`src/rtl/gcd_pkg.sv`:
```
// Shared types and constants for the GCD engine: FSM states, the operand
// comparison encoding and the width of the cycle counter.
package gcd_pkg;

  localparam int unsigned CyclesWidth = 16;

  typedef enum logic [1:0] {
    StIdle = 2'd0,
    StIter = 2'd1,
    StDone = 2'd2
  } state_e;

  typedef enum logic [1:0] {
    CmpGreater = 2'd0,
    CmpSmaller = 2'd1,
    CmpEqual   = 2'd2
  } cmp_e;

  // Increment that sticks at all-ones instead of wrapping.
  function automatic logic [CyclesWidth-1:0] sat_inc(input logic [CyclesWidth-1:0] v);
    return (v == {CyclesWidth{1'b1}}) ? v : v + CyclesWidth'(1);
  endfunction

endpackage

```
`src/rtl/gcd_step.sv`:
```
// One GCD iteration: given the current A, B and common power-of-two count k,
// produces the next operands, or flags termination together with the result.
module gcd_step
  import gcd_pkg::*;
#(
  parameter int unsigned WIDTH  = 16,
  parameter bit          BINARY = 1'b1,
  parameter int unsigned KW     = $clog2(WIDTH + 1)
) (
  input  logic [WIDTH-1:0] a,
  input  logic [WIDTH-1:0] b,
  input  logic [KW-1:0]    k,
  output logic [WIDTH-1:0] a_nxt,
  output logic [WIDTH-1:0] b_nxt,
  output logic [KW-1:0]    k_nxt,
  output logic             done,
  output logic [WIDTH-1:0] result
);

  cmp_e             cmp;
  logic [WIDTH-1:0] diff_ab;
  logic [WIDTH-1:0] diff_ba;

  always_comb begin
    if (a > b) begin
      cmp = CmpGreater;
    end else if (a < b) begin
      cmp = CmpSmaller;
    end else begin
      cmp = CmpEqual;
    end
  end

  assign diff_ab = a - b;
  assign diff_ba = b - a;

  always_comb begin
    a_nxt  = a;
    b_nxt  = b;
    k_nxt  = k;
    done   = 1'b0;
    // Covers both exits: with one operand zero A|B is the other, with A==B it is A.
    result = (a | b) << k;
    if (a == '0 || b == '0) begin
      done = 1'b1;
    end else if (cmp == CmpEqual) begin
      done = 1'b1;
    end else if (BINARY) begin
      if (!a[0] && !b[0]) begin
        a_nxt = a >> 1;
        b_nxt = b >> 1;
        k_nxt = k + KW'(1);
      end else if (!a[0]) begin
        a_nxt = a >> 1;
      end else if (!b[0]) begin
        b_nxt = b >> 1;
      end else if (cmp == CmpGreater) begin
        a_nxt = diff_ab >> 1;
      end else begin
        b_nxt = diff_ba >> 1;
      end
    end else begin
      if (cmp == CmpGreater) begin
        a_nxt = diff_ab;
      end else begin
        b_nxt = diff_ba;
      end
    end
  end

endmodule

```
`src/rtl/gcd_engine.sv`:
```
// Iterative GCD engine with valid/ready handshakes on both sides; one step of
// Stein's binary or the subtractive algorithm per clock.
module gcd_engine
  import gcd_pkg::*;
#(
  parameter int unsigned WIDTH  = 16,
  parameter bit          BINARY = 1'b1
) (
  input  logic                   clk,
  input  logic                   rst,
  input  logic                   in_valid,
  output logic                   in_ready,
  input  logic [WIDTH-1:0]       a_in,
  input  logic [WIDTH-1:0]       b_in,
  output logic                   out_valid,
  input  logic                   out_ready,
  output logic [WIDTH-1:0]       gcd_out,
  output logic [CyclesWidth-1:0] cycles
);

  localparam int unsigned KW = $clog2(WIDTH + 1);

  state_e           state_q;
  logic [WIDTH-1:0] a_q;
  logic [WIDTH-1:0] b_q;
  logic [KW-1:0]    k_q;

  logic [WIDTH-1:0] a_nxt;
  logic [WIDTH-1:0] b_nxt;
  logic [KW-1:0]    k_nxt;
  logic             step_done;
  logic [WIDTH-1:0] step_result;

  gcd_step #(
    .WIDTH  (WIDTH),
    .BINARY (BINARY),
    .KW     (KW)
  ) u_step (
    .a      (a_q),
    .b      (b_q),
    .k      (k_q),
    .a_nxt  (a_nxt),
    .b_nxt  (b_nxt),
    .k_nxt  (k_nxt),
    .done   (step_done),
    .result (step_result)
  );

  always_ff @(posedge clk or posedge rst) begin
    if (rst) begin
      state_q   <= StIdle;
      a_q       <= '0;
      b_q       <= '0;
      k_q       <= '0;
      gcd_out   <= '0;
      cycles    <= '0;
      out_valid <= 1'b0;
      in_ready  <= 1'b0;
    end else begin
      unique case (state_q)
        StIdle: begin
          if (in_valid && in_ready) begin
            a_q      <= a_in;
            b_q      <= b_in;
            k_q      <= '0;
            cycles   <= '0;
            in_ready <= 1'b0;
            state_q  <= StIter;
          end else begin
            in_ready <= 1'b1;
          end
        end
        StIter: begin
          cycles <= sat_inc(cycles);
          if (step_done) begin
            gcd_out   <= step_result;
            out_valid <= 1'b1;
            state_q   <= StDone;
          end else begin
            a_q <= a_nxt;
            b_q <= b_nxt;
            k_q <= k_nxt;
          end
        end
        StDone: begin
          // No same-cycle accept: in_ready comes up only after the handshake.
          if (out_ready) begin
            out_valid <= 1'b0;
            in_ready  <= 1'b1;
            state_q   <= StIdle;
          end
        end
        default: begin
          state_q <= StIdle;
        end
      endcase
    end
  end

endmodule

```
`config.mk`:
```
export PLATFORM = sky130hd
export DESIGN_NAME = gcd_engine
export DESIGN_NICKNAME = d
export VERILOG_FILES = /design/src/rtl/gcd_pkg.sv /design/src/rtl/gcd_step.sv /design/src/rtl/gcd_engine.sv
export SDC_FILE = /design/constraint.sdc
export NUM_CORES = 1
export LEC_CHECK = 0
export CAP_MARGIN = 20
export CELL_PAD_IN_SITES_DETAIL_PLACEMENT = 0
export CELL_PAD_IN_SITES_GLOBAL_PLACEMENT = 1
export CORE_ASPECT_RATIO = 0.5
export CORE_MARGIN = 2
export CORE_UTILIZATION = 35
export CTS_CLUSTER_SIZE = 20
export DETAILED_ROUTE_END_ITERATION = 7
export PLACE_DENSITY = 0.8
export SYNTH_ARGS = -nofsm -noshare
export SYNTH_HDL_FRONTEND = slang
export SYNTH_SLANG_ARGS = --single-unit
```
`constraint.sdc`:
```
create_clock -name clk -period 2.9 [get_ports clk]
set_input_delay 0.435 -clock clk [delete_from_list [all_inputs] [get_ports clk]]
set_output_delay 0.435 -clock clk [all_outputs]
set_load 0.01 [all_outputs]
```
=== Word-level counts from Yosys, hierarchy flattened ===
Index checks and enable logic that the tools add are counted.
Widths: inputs -> output; s select.

* Logic and storage cells: 97
* Bits of input ports: 36
* Bits in registers: 73
* Output and inout bits: 34

* Mux-type cells: 41
* Bitwise gates (word level): 1
* Equality and inequality tests: 16
* Magnitude comparators: 2
* $add $sub $neg: 4
* Reduce and logical (&&, ||, !) cells: 22
* Shift-type cells: 1

{| class="wikitable"
|+ Operators with widths
! kind !! number
|-
| $mux 16 || 18
|-
| $pmux 16 s2 || 3
|-
| $logic_not 16->1 || 2
|-
| $sub 16x16->16 || 2
|-
| $mux 5 || 5
|-
| $add 16x1->16 const B || 1
|-
| $eq 16x16->1 const B || 1
|-
| $gt 16x16->1 || 1
|-
| $lt 16x16->1 || 1
|-
| $or 16x16->16 || 1
|-
| $shl 16x5->16 || 1
|-
| $ne 2x2->1 const B || 7
|-
| $reduce_and 7->1 || 2
|-
| $reduce_and 6->1 || 2
|-
| $mux 2 || 5
|-
| $pmux 5 s2 || 1
|-
| $reduce_and 3->1 || 3
|-
| $ne 4x3->1 const B || 2
|-
| $mux 1 || 6
|-
| $pmux 2 s3 || 1
|-
| $reduce_bool 2->1 || 3
|-
| $add 5x1->5 const B || 1
|-
| $reduce_and 5->1 || 1
|-
| $eq 2x2->1 const B || 2
|-
| other kinds (10) || 15
|}

=== Logic depth before layout (Yosys ltp) ===
* Depth in word-level cells: 12
* Mapped depth: 13

=== Hierarchy ===
Synthesis repeated with hierarchy kept, for this count alone.

* Cell total of the unflattened synthesis: 900
* Area, all modules: 7105.6 µm²

{| class="wikitable"
|+ Modules (own cells, without submodules)
! module !! area each (µm²) !! instances !! cells each !! sequential area each (µm²)
|-
| gcd_step || 3768.6 || 1 || 543 || 0.0
|-
| gcd_engine || 3337.0 || 1 || 357 || 1826.8
|}

=== Least setup slack after synthesis ===
Ideal clock, no wire load.

* Path type: register -> register
* Start point: reg a_q[0]
* End point: reg b_q[14]
* Setup time: 137 ps
* Path slack: 205 ps
* Data arrival time: 2558 ps
* Buffers on the path: 1
* Cell stages (with the launch flop): 12
* Cell sequence: dfrtp_1 > inv_1 > ha_1 > fa_1 > o21bai_1 > o211ai_1 > a211oi_2 > o311a_4 > buf_6 > nor2_2 > a221oi_1 > o22ai_2

* Longest elaborated chain between the ends: 9
* Elaborated cells on any way between the ends: 27

{| class="wikitable"
|+ Ends and longest elaborated chain
! element !! RTL line !! RTL
|-
| start, declared || gcd_engine.sv:24 || <nowiki>logic [WIDTH-1:0] a_q;</nowiki>
|-
| start signal, assigned || gcd_engine.sv:63 || <nowiki>a_q <= a_in;</nowiki>
|-
| start signal, assigned || gcd_engine.sv:80 || <nowiki>a_q <= a_nxt;</nowiki>
|-
| $sub 16x16->16 || gcd_step.sv:35 || <nowiki>assign diff_ba = b - a;</nowiki>
|-
| $mux 16 || gcd_step.sv:57 || <nowiki>end else if (cmp == CmpGreater) begin</nowiki>
|-
| $mux 16 || gcd_step.sv:55 || <nowiki>end else if (!b[0]) begin</nowiki>
|-
| $mux 16 || gcd_step.sv:53 || <nowiki>end else if (!a[0]) begin</nowiki>
|-
| $mux 16 || gcd_step.sv:49 || <nowiki>if (!a[0] && !b[0]) begin</nowiki>
|-
| $mux 16 || gcd_step.sv:46 || <nowiki>end else if (cmp == CmpEqual) begin</nowiki>
|-
| $mux 16 || gcd_step.sv:44 || <nowiki>if (a == '0 || b == '0) begin</nowiki>
|-
| $mux 16 || gcd_engine.sv:75 || <nowiki>if (step_done) begin</nowiki>
|-
| $pmux 16 s2 || gcd_engine.sv:60 || <nowiki>unique case (state_q)</nowiki>
|-
| end signal, assigned || gcd_engine.sv:64 || <nowiki>b_q <= b_in;</nowiki>
|-
| end signal, assigned || gcd_engine.sv:81 || <nowiki>b_q <= b_nxt;</nowiki>
|-
| end, declared || gcd_engine.sv:25 || <nowiki>logic [WIDTH-1:0] b_q;</nowiki>
|}

Several ways; a longest one is shown, not always the timed one. The select of a mux whose other input is x is not followed.
A chain may end at the register's enable or synchronous reset.

=== Worst setup path after layout ===
* Start point: reg b_q[1]
* End point: reg a_q[0]

* Longest elaborated chain between the ends: 12
* Elaborated cells on any way between the ends: 23

{| class="wikitable"
|+ Ends and longest elaborated chain
! element !! RTL line !! RTL
|-
| $lt 16x16->1 || gcd_step.sv:27 || <nowiki>end else if (a < b) begin</nowiki>
|-
| $mux 2 || gcd_step.sv:27 ||
|-
| $mux 2 || gcd_step.sv:25 || <nowiki>if (a > b) begin</nowiki>
|-
| $logic_not 2->1 || gcd_step.sv:57 ||
|-
| $mux 16 || gcd_step.sv:57 ||
|-
| $mux 16 || gcd_step.sv:55 ||
|-
| $mux 16 || gcd_step.sv:53 ||
|-
| $mux 16 || gcd_step.sv:49 ||
|-
| $mux 16 || gcd_step.sv:46 ||
|-
| $mux 16 || gcd_step.sv:44 ||
|-
| $mux 16 || gcd_engine.sv:75 ||
|-
| $pmux 16 s2 || gcd_engine.sv:60 ||
|}

Several ways; a longest one is shown, not always the timed one. The select of a mux whose other input is x is not followed.

==> impl_metrics.yaml <==
run_status:
  run_status: "finished, final reports clean"
sta:
  finalClockSkew_ps: 13.1
  timing.max_slew.rel_slack: 0.324
  period_share: 0.981
  worstMarginPinSlew_ps: 1010
  fin_ws_ps: 56.2
  finalSetupViolations: 0
  rsz0062_at_grt: "yes"
  final.setup.tns_ps: 0
  fmaxAchievable_mhz: 352
  finalMaxSlewViolations: 0
  report.final.hold_viol_count: 0
  min_period_ps: 2840
synth:
  post-synth-top-area-cell: "dfrtp_1"
  yosys_warnings: 0
  syn_inst: 728
  postSynth.topFlopCell: "dfrtp_1"
  synthesis_stage_register_bit_count: 73
  syn_area_um2: 6140
  synth_cell_type_count: 67
  post_synth_main_area_contributors: "dfrtp_1 30%, ha_1 10%, xnor2_1 4.7%"
  async_flop_share: 1.00
  synth_edf_count: 0
  syn_nets: 816
  post-synth-top-area-fraction: 0.298
  part_of_the_yosys_area_used_for_sequential_elements: 0.298
  yosys.cell_count.top_type: "dfrtp_1"
  synthTopCellsByCount: "73 x dfrtp_1, 68 x nand2_1, 65 x nor2_1"
  avgSynthCellArea_um2: 8.43
floorplanning:
  number_of_rows_in_the_core_area: 34
  placeableCoreArea_um2: 17300
  boundaryPins: 70
  start_util: 0.355
  fp.dieH_um: 97.6
  die-area_um2: 18700
  die_width_um: 191
worst_setup_path:
  worst_setup_path_end_kind: "flip-flop"
  critical_path.max_fanout: 6
  timing.reg2reg.setup_slack_ps: 60
  cp_data_required_time_ps: 3120
  timing_worst_setup_path_type: "flip-flop to flip-flop"
  critical_path.startpoint_type: "flip-flop"
  arrival_ps: 3060
cts:
  cts_tree: "built"
  clock_path_buffers: 2
  tritoncts_num_sinks: 73
  clk-insertion-delay-late_ps: 350
  clockRootBuffer: "clkbuf_16"
  cts_h_tree_lvls: 3
  tritoncts.num_buffers: 9
  worst_setup_hold_path_clk_slew_ps: 70
drt:
  first_iter_violations: 452
  post_drt_wl_per_cell_um: 18.2
  final_antenna_net_count: 0
  dr.pass1.iters: 5
  detail_route.wirelength_mm: 19.9
  via_per_inst: 5.41
  drcViolationCount: 0
  dr_total_vias: 5921
grt:
  antenna_found_initial: 1
  grt.overflow.total: 0
  gr-usage-all-layers: 0.213
  first_pass_grt_wire_length_mm: 31.0
  grt_pass1_vias: 5735
  grt_start_max_net_pins: 74
final_layout:
  layout.filler_cells: 1688
  area_delta_synth_final_pct: 32.4
  diodes: 0
  design.final.nets: 944
  postLayoutCoreUtil: 0.470
  drive_gt1_frac: 0.210
placed_design:
  io_buffer_count: 69
  hpwlAfterDp_mm: 14.3
  place.gp.congestion: 0.940
  post-place-ws_ps: -73.9
min_path:
  timing.hold.worst.class: "flip-flop to flip-flop"
flow_run:
  max-cap-violations: 0
cells in the final DEF, fill, tap and decap left out, types with 5 or more instances in the layout:
| cell type | instances |
|---|---|
| buf_4 | 86 |
| dfrtp_1 | 71 |
| clkdlybuf4s50_1 | 69 |
| nand2_1 | 68 |
| nor2_1 | 64 |
| inv_1 | 52 |
| o21ai_0 | 46 |
| ha_1 | 46 |
| a21oi_1 | 45 |
| xnor2_1 | 33 |
| o31ai_1 | 24 |
| o221ai_1 | 13 |
| nor4_1 | 12 |
| nand4_1 | 11 |
| nor2b_1 | 10 |
| o21ai_1 | 10 |
| nand2b_1 | 10 |
| xor2_1 | 9 |
| nor3_1 | 9 |
| a221oi_1 | 9 |
| clkbuf_16 | 9 |
| a211oi_1 | 8 |
| nand3_1 | 8 |
| mux2i_1 | 8 |
| or3_1 | 7 |
| or2_2 | 7 |
| a221oi_2 | 6 |
| o21ai_2 | 6 |
| mux2_2 | 6 |
| a31oi_1 | 5 |
| o22ai_1 | 5 |
| o21bai_1 | 5 |
sequential cells by signal (all words and copies together), names as in the netlist:
register and flops:
a_q 16, b_q 16, cycles 16, gcd_out 16
k_q 5, state_q 2, in_ready 1, out_valid 1
worst max-delay path, stage by stage, from the launching register on:
cell,delay [ps]
dfrtp_2,440
buf_4,160
fa_2,380
o21bai_1,200
o211ai_1,150
a211oi_2,250
buf_4,190
o311a_4,250
and3_2,290
a221oi_2,80
a211oi_1,280
a21oi_2,60
worst paths after layout:
kind | from | endpoint | cells past startpoint
setup / recovery | b_q[1] | a_q[0] | 11
hold / removal | gcd_out[8] | gcd_out[8] | 2
setup reg to reg | b_q[1] | a_q[0] | 11
hold reg to reg | gcd_out[8] | gcd_out[8] | 2
max in group asynchronous | rst | a_q[4] | 3
min in group asynchronous | rst | gcd_out[5] | 3
cells by family (layout without fill, tap and decap cells):
| group | after synthesis | in the layout | share of synthesized area |
|---|---|---|---|
| xor gates and xnor gates | 42 | 42 | 0.0599 |
| and+or+nand+nor | 224 | 225 | 0.175 |
| DFF | 73 | 73 | 0.298 |
| adders and majority gates | 52 | 52 | 0.108 |
| buffers and inverters | 101 | 231 | 0.0716 |
| muxes | 18 | 18 | 0.0387 |
| AOI/OAI and AO/OA | 218 | 220 | 0.249 |
repair_timing:
action | CTS | global route
hold buffers | 0 | 0
setup buffers | 3 | 5
pin swaps | 2 | 9
setup endpoints to repair | 20 | 41
gates cloned | 1 | 2
resized for setup | 5 | 38
per-layer routing:
layer,routed length [µm],track usage,vias up
met3,1280,0.0336,21
met4,248,0.0402,0
met1,9690,0.311,2834
met5,0,0,-
met2,8670,0.331,191
li1,-,-,2875
stage by stage:
stage	cells	area, µm²	hold slack (ps)
after floorplan	728	6140	498
after global placement	1068	7560	467
after detailed placement	1068	7560	468
after CTS	1088	7900	483
after global routing	1095	8130	507
final	1095	8130	474
cell type report:
| class | instances | area, µm² | share of cell area |
|---|---|---|---|
| Multi-Input combinational cell | 557 | 4090 | 0.503 |
| Inverter | 55 | 209 | 0.0257 |
| Sequential cell | 73 | 1830 | 0.225 |
| Timing Repair Buffer | 160 | 1420 | 0.175 |
| Clock inverter | 7 | 61.3 | 0.00755 |
| Tap cell | 234 | 293 | 0.0360 |
| Clock buffer | 9 | 225 | 0.0277 |
Power is not shown: default switching activity piles up to over one toggle a cycle in this logic, so the estimate is an artifact.
